<file path="src/rtl/buzzer_pkg.sv">
// Shared definitions for the buzzer arbiter: requester indices, the rest note
// code and the arbiter state encoding.
package buzzer_pkg;

   localparam int REQ_SONG  = 0;
   localparam int REQ_KEY   = 1;
   localparam int REQ_ALARM = 2;

   localparam logic [11:0] NOTE_REST = 12'h000;

   typedef enum logic [1:0] {
      IDLE,
      PLAY,
      GAP
   } state_t;

endpackage

</file>
<file path="src/rtl/tick_prescaler.sv">
// Divides sys_clk down to a one-cycle tick every TICK_DIV cycles; clr restarts
// the count so the first tick lands exactly TICK_DIV cycles after the clear.
module tick_prescaler #(
   parameter int TICK_DIV = 10
) (
   input  logic sys_clk,
   input  logic rst,
   input  logic clr,
   output logic tick
);

   localparam int CNT_W = (TICK_DIV > 1) ? $clog2(TICK_DIV) : 1;

   logic [CNT_W-1:0] cnt;

   assign tick = (cnt == CNT_W'(TICK_DIV - 1));

   always_ff @(posedge sys_clk) begin
      if (rst || clr || tick)
         cnt <= '0;
      else
         cnt <= cnt + 1'b1;
   end

endmodule

</file>
<file path="src/rtl/buzzer_arbiter.sv">
// Fixed-priority arbiter sharing one tone generator between alarm, key-click
// and song requesters; times each note in ticks and follows it with a silent gap.
module buzzer_arbiter
   import buzzer_pkg::*;
#(
   parameter int CLK_HZ    = 100000000,
   parameter int TICK_HZ   = 1000,
   parameter int GAP_TICKS = 20,
   parameter int DUR_W     = 10
) (
   input  logic               sys_clk,
   input  logic               rst,
   input  logic [2:0]         req_valid,
   input  logic [35:0]        req_note,
   input  logic [3*DUR_W-1:0] req_dur,
   output logic [2:0]         req_ready,
   output logic [11:0]        note_out,
   output logic               tone_en,
   output logic [2:0]         grant,
   output logic [2:0]         done,
   output logic [2:0]         abort,
   output logic               busy
);

   localparam int TICK_DIV = CLK_HZ / TICK_HZ;
   localparam logic [DUR_W-1:0] GAP_LAST = DUR_W'(GAP_TICKS - 1);
   localparam state_t AFTER_NOTE = (GAP_TICKS == 0) ? IDLE : GAP;

   state_t state, state_nx;

   logic [2:0]       top;
   logic [11:0]      sel_note;
   logic [DUR_W-1:0] sel_dur;
   logic [DUR_W-1:0] dur_q;
   logic [DUR_W-1:0] tick_cnt;
   logic             tick;
   logic             pre_clr;
   logic             accept;
   logic             play_last;
   logic             gap_last;

   always_comb begin
      top      = '0;
      sel_note = NOTE_REST;
      sel_dur  = '0;
      if (req_valid[REQ_ALARM]) begin
         top[REQ_ALARM] = 1'b1;
         sel_note       = req_note[12*REQ_ALARM +: 12];
         sel_dur        = req_dur[DUR_W*REQ_ALARM +: DUR_W];
      end else if (req_valid[REQ_KEY]) begin
         top[REQ_KEY] = 1'b1;
         sel_note     = req_note[12*REQ_KEY +: 12];
         sel_dur      = req_dur[DUR_W*REQ_KEY +: DUR_W];
      end else if (req_valid[REQ_SONG]) begin
         top[REQ_SONG] = 1'b1;
         sel_note      = req_note[12*REQ_SONG +: 12];
         sel_dur       = req_dur[DUR_W*REQ_SONG +: DUR_W];
      end
   end

   assign play_last = (state == PLAY) && tick && (tick_cnt == dur_q - 1'b1);
   assign gap_last  = (state == GAP) && tick && (tick_cnt == GAP_LAST);
   assign accept    = |req_ready;
   assign pre_clr   = accept || play_last || (state == IDLE);
   assign busy      = (state != IDLE);

   tick_prescaler #(
      .TICK_DIV(TICK_DIV)
   ) u_prescaler (
      .sys_clk(sys_clk),
      .rst    (rst),
      .clr    (pre_clr),
      .tick   (tick)
   );

   always_ff @(posedge sys_clk) begin
      if (rst)
         state <= IDLE;
      else
         state <= state_nx;
   end

   // Both grant and top are one-hot with the alarm in the top bit, so a plain
   // magnitude compare means "strictly outranks".
   always_comb begin
      state_nx  = state;
      req_ready = '0;
      case (state)
         IDLE:    req_ready = top;
         PLAY:    if (top > grant) req_ready = top;
         GAP:     if (gap_last) req_ready = top;
         default: req_ready = '0;
      endcase
      if (accept)
         state_nx = (sel_dur == '0) ? AFTER_NOTE : PLAY;
      else if (play_last)
         state_nx = AFTER_NOTE;
      else if (gap_last)
         state_nx = IDLE;
   end

   always_ff @(posedge sys_clk) begin
      if (rst || pre_clr)
         tick_cnt <= '0;
      else if (tick)
         tick_cnt <= tick_cnt + 1'b1;
   end

   // A preempting accept reports the outgoing owner as aborted even when it
   // lands on that owner's final cycle; a zero-length note completes at once.
   always_ff @(posedge sys_clk) begin
      if (rst) begin
         dur_q    <= '0;
         note_out <= NOTE_REST;
         tone_en  <= 1'b0;
         grant    <= '0;
         done     <= '0;
         abort    <= '0;
      end else begin
         done  <= '0;
         abort <= '0;
         if (accept) begin
            dur_q <= sel_dur;
            if (state == PLAY)
               abort <= grant;
            if (sel_dur == '0) begin
               done     <= req_ready;
               note_out <= NOTE_REST;
               tone_en  <= 1'b0;
               grant    <= '0;
            end else begin
               note_out <= sel_note;
               tone_en  <= (sel_note != NOTE_REST);
               grant    <= req_ready;
            end
         end else if (play_last) begin
            done     <= grant;
            note_out <= NOTE_REST;
            tone_en  <= 1'b0;
            grant    <= '0;
         end
      end
   end

endmodule
</file>
<file path="config.mk">
export PLATFORM = sky130hd
export DESIGN_NAME = buzzer_arbiter
export DESIGN_NICKNAME = d
export VERILOG_FILES = /design/src/rtl/buzzer_pkg.sv /design/src/rtl/tick_prescaler.sv /design/src/rtl/buzzer_arbiter.sv
export SDC_FILE = /design/constraint.sdc
export NUM_CORES = 1
export LEC_CHECK = 0
export CORE_ASPECT_RATIO = 0.6
export CORE_MARGIN = 3
export CORE_UTILIZATION = 30
export DETAILED_ROUTE_END_ITERATION = 6
export GPL_TIMING_DRIVEN = 0
export SKIP_LAST_GASP = 1
export SYNTH_ARGS = -nofsm -noshare
export SYNTH_HDL_FRONTEND = slang
export SYNTH_SLANG_ARGS = --single-unit
</file>
<file path="constraint.sdc">
create_clock -name sys_clk -period 10 [get_ports sys_clk]
set_clock_uncertainty 0.2 [all_clocks]
set_input_delay 2 -clock sys_clk [delete_from_list [all_inputs] [get_ports sys_clk]]
set_output_delay 2 -clock sys_clk [all_outputs]
set_load 0.01 [all_outputs]
</file>
# [After elaboration in Yosys (flattened, before gate mapping)]
# Index checks and enable logic that the tools add are counted.
[totals] reg_bits=61 in_bits=71 output_inout_bits=26 elab_cells=66
[op_classes] addsub=3 n_lt_le_gt_ge=1 n_eq_ne=5 muxes=30 bitwise_logic=2 reduce_logical=16
[ops] cell="12-bit two-way mux" count=6
[ops] cell="10-bit two-way mux" count=3
[ops] cell="3-bit two-way mux" count=8
[ops] cell="17-bit by 1-bit adder with 17-bit output (second input constant)" count=1
[ops] cell="17-bit == test (second input constant)" count=1
[ops] cell="12-bit nonzero test" count=1
[ops] cell="10-bit by 1-bit adder with 10-bit output (second input constant)" count=1
[ops] cell="10-bit == test" count=1
[ops] cell="10-bit by 5-bit == test with 1-bit output (second input constant)" count=1
[ops] cell="10-bit zero test" count=1
[ops] cell="2-bit two-way mux" count=5
[ops] cell="10-bit by 1-bit subtractor with 10-bit output (second input constant)" count=1
[ops] cell="3-bit case mux with 3 select lines" count=1
[ops] cell="1-bit two-way mux" count=7
[ops] cell="3-bit OR reduction" count=2
[ops] cell="1-bit logical AND" count=4
[ops] cell="1-bit logical OR" count=4
[ops] cell="2-bit nonzero test" count=2
[ops] cell="3-bit greater-than comparator" count=1
[ops] cell="3-bit nonzero test" count=1
[ops] cell="2-bit by 1-bit == test with 1-bit output (second input constant)" count=1
[ops] cell="2-bit == test (second input constant)" count=1
[ops] cell="2-bit zero test" count=1
[ops] cell="1-bit NOT" count=2

# [Logic depth before layout (Yosys ltp)]
[depth] word_depth=11 ltp_mapped=13 ltp_nobuf=10

# [Hierarchy]
# A second synthesis with hierarchy kept.
[hier_totals] cells_unflattened=416 hier_area_um2=3494.6
[by_module_without_submodules] mod="buzzer_arbiter" n_inst=1 cells_each=327 area_each_um2=2693.8 seq_area_each_um2=880.8
[by_module_without_submodules] mod="tick_prescaler" n_inst=1 cells_each=89 area_each_um2=800.8 seq_area_each_um2=340.3

# [Worst setup path after synthesis]
# No wires, ideal clock.
[synth_path] kind="input port to output port" startpoint="in req_valid[2]" endpoint="out req_ready[0]" arrival_ns=3.607 required_ns=7.800 path_slack_ns=4.193 path_stages=9 path_buffers=2 path_cell_list="clkbuf_1 clkbuf_1 nor2_1 nand2_1 ha_1 a41o_1 a31oi_1 nor2_1 nor2_1"
[synth_via] elab_chain_cells=4
[synth_lines] element="start: declaration" line="buzzer_arbiter.sv:13" text="input logic [2:0] req_valid,"
[synth_lines] element="2-bit two-way mux / 1-bit two-way mux (equally long branches)" line="buzzer_arbiter.sv:46" text="if (req_valid[REQ_ALARM]) begin"
[synth_lines] element="3-bit greater-than comparator" line="buzzer_arbiter.sv:90" text="PLAY: if (top > grant) req_ready = top;"
[synth_lines] element="3-bit two-way mux" line="buzzer_arbiter.sv:90"
[synth_lines] element="3-bit case mux with 3 select lines *" line="buzzer_arbiter.sv:88" text="case (state)"
[synth_lines] element="end: declaration" line="buzzer_arbiter.sv:16" text="output logic [2:0] req_ready,"
# Mark *: on every way between the ends. The rest lies on a longest branch, timed or not.

# [Worst setup path in the final report]
[layout_path] startpoint="in req_valid[2]" endpoint="out req_ready[2]"
# The elaborated chain is that of the path after synthesis.

==> metrics.csv <==
metric,value,unit
rrSetupSlack,6.90,ns
first_pass_iters,4,
startpoint_type,input port,
hold_depth,1,
pwr_density_cell,230,nW/µm²
p_sw,0.000420,W
wl_per_cell,16.1,µm
antenna_left,0,
dieWidth,146,µm
yosysTopAreaCellShare,0.345,
cts_buffers,9,
vias,3528,
drive_gt1_frac,0.0457,
finalCriticalPeriod,7.68,ns
grt_pass1_wl,18.0,mm
num_antenna_cells,0,
cp.required,7.80,ns
regToRegStartpoint,grant[1],
fp.dieH,90.1,µm
rsz0062_at_grt,false,
worstHoldStart,u_prescaler.cnt[0],
fin_tns_setup,0,ns
hold_viol_final,0,
cp.arrival,5.48,ns
min_path_type,flip-flop to flip-flop,
grt_max_degree,12,
p_int,0.000732,W
grt_pass1_vias,3587,
ys_seq_elements,61,
crit_path_end_kind,output pin,
post-cts-setup-buffers,0,
wl_met2,4.77,mm
slew_headroom,0.538,
place_hpwl,8.52,mm
drv_slew,0,
area_delta_synth_final,41.8,%
switching_share,0.365,
syn_avg_cell_area,8.54,µm²
htreeDepth,3,
gp_congestion,0.845,
routedLengthMet1,5.28,mm
p_leak,1.85,nW
cts_sinks,61,
power_frac_clock,0.290,
outcome,completed,
yosysTopAreaCell,dfxtp_1,
synth_edf_count,0,
ioPinCount,97,
pwr-share-seq,0.289,
remaining_drc_errors,0,
cts_buffer_depth,2,
drv_cap,0,
synthTopCellsByArea,"dfxtp_1 35%, xnor2_1 5.7%, nor2_1 4.4%",
std_cell_rows,30,
stdcell_area,5010,µm²
cts_tree,yes,
coreArea,11400,µm²
root_buffer,clkbuf_16,
gr-total-overflow,0,
worstMarginPinSlew,0.693,ns
vdd_ir_drop_max,0.115,mV
r2r_cells,10,
synth_ff_type,dfxtp_1,
fmax,130,MHz
placed_area,4690,µm²
track_usage,0.167,
synth_common_cells,"61 x dfxtp_1, 41 x nor2_1, 23 x nor3_1, 23 x xnor2_1, 22 x clkbuf_1",
die-area,13200,µm²
antenna_found_initial,0,
portBuffers,95,
start_util,0.310,
top_layer_used,met4,
finalSetupViolCount,0,
synth-seq-area-share,0.345,
wl,11.0,mm
cts_hold_buffers,0,
drt_iter0_markers,241,
clkSlewWorstSetupHoldPaths,0.05,ns
async_flop_share,0,
ctsResizeCount,0,
syn_inst,414,
fin_crit_sh,0.768,
synth_nets,491,
path_max_fanout,10,
pwr-share-comb,0.420,
clock_latency,0.32,ns
viasPerCell,5.15,
final_nets,597,
yosysMostFrequentCell,dfxtp_1,
startpoint,req_valid[2],
whs,0.267,ns
met3WireLength,891,µm
synth_cell_types,49,
syn_area,3540,µm²
critPathKind,input port to output pin,
yosys_warnings,0,
## worst max-delay path, stage by stage
cell and delay, ns:
clkdlybuf4s50_1 0.62, clkbuf_1 0.46, clkbuf_1 0.52, nor2_1 0.08, nand2_1 0.18, ha_1 0.26, a41o_1 0.20, a31oi_1 0.22
nor2_1 0.17, nor2_1 0.19, clkdlybuf4s50_1 0.57
## per-layer routing
layer	vias up	GRT usage
met5	-	0
met4	0	0.0352
met3	6	0.0630
met2	100	0.246
met1	1670	0.232
li1	1752	-
## layout make-up
class | instances | area, µm²
fillers | 1128 | 6400
multi-input cells | 309 | 2130
clock inverters | 6 | 86.3
inverters | 19 | 71.3
repair buffers | 95 | 951
well taps | 160 | 200
flip-flops and latches | 61 | 1220
clock buffers | 10 | 239
plain buffers | 25 | 109
## per-stage QoR
step | cells | total power, W | setup slack [ns] | util
after detailed placement | 669 | 0.000816 | 2.38 | 0.411
final | 685 | 0.00115 | 2.32 | 0.439
after floorplan | 414 | 0.000631 | 4.19 | -
after CTS | 685 | 0.00116 | 2.35 | 0.439
after global placement | 669 | 0.000808 | 2.38 | 0.411
after global routing | 685 | 0.00122 | 2.09 | 0.439
## registers in the layout, indices dropped and copies added (netlist names)
register	cells
abort	3
done	3
dur_q	10
grant	3
note_out	12
state	2
tick_cnt	10
tone_en	1
u_prescaler.cnt	17
## path summary, 6_finish.rpt
check / end
worst max-delay path: req_ready[2]
worst max register to register: note_out[3]
worst min register to register: u_prescaler.cnt[0]
worst min-delay path: u_prescaler.cnt[0]
## cell usage in the layout, fill, tap and decap left out, drive strengths merged, types with 3 or more instances in the layout
master | synthesis | layout
nor2b | 19 | 19
o21ai | 6 | 6
ha | 6 | 6
clkdlybuf4s50 | 0 | 95
nor4b | 3 | 3
a31oi | 5 | 5
dfxtp | 61 | 61
nand3b | 10 | 10
a221o | 4 | 4
nand4 | 6 | 6
a41o | 9 | 9
xor2 | 14 | 14
nor2 | 41 | 41
xnor2 | 23 | 23
nand3 | 16 | 16
inv | 18 | 18
nand2 | 18 | 18
or4 | 3 | 3
a21oi | 17 | 17
clkbuf | 22 | 32
and3 | 7 | 7
o32ai | 8 | 8
a32o | 3 | 3
nor4 | 7 | 7
buf | 3 | 3
nand2b | 3 | 3
a221oi | 8 | 8
o311a | 9 | 9
nor3 | 24 | 24
mux2i | 13 | 13
a2bb2oi | 6 | 6
clkinv | 1 | 4
## kinds of logic after synthesis
| logic type | after synthesis | share of synthesized area |
|---|---|---|
| and+or+nand+nor | 171 | 0.268 |
| AOI/OAI and AO/OA | 82 | 0.186 |
| DFF | 61 | 0.345 |
| buffers and inverters | 44 | 0.0510 |
| xor gates and xnor gates | 37 | 0.0916 |
| muxes | 13 | 0.0368 |
| adders and majority gates | 6 | 0.0212 |
## power groups by stage
stage	Sequential, W	Combinational [W]	Clock [W]
finish	0.000333	0.000484	0.000334
global route	0.000341	0.000534	0.000350
CTS	0.000333	0.000484	0.000340
detailed placement	0.000337	0.000480	0
global placement	0.000337	0.000471	0
floorplan	0.000336	0.000296	0
Note: power is estimated with default switching activity, not from simulation.
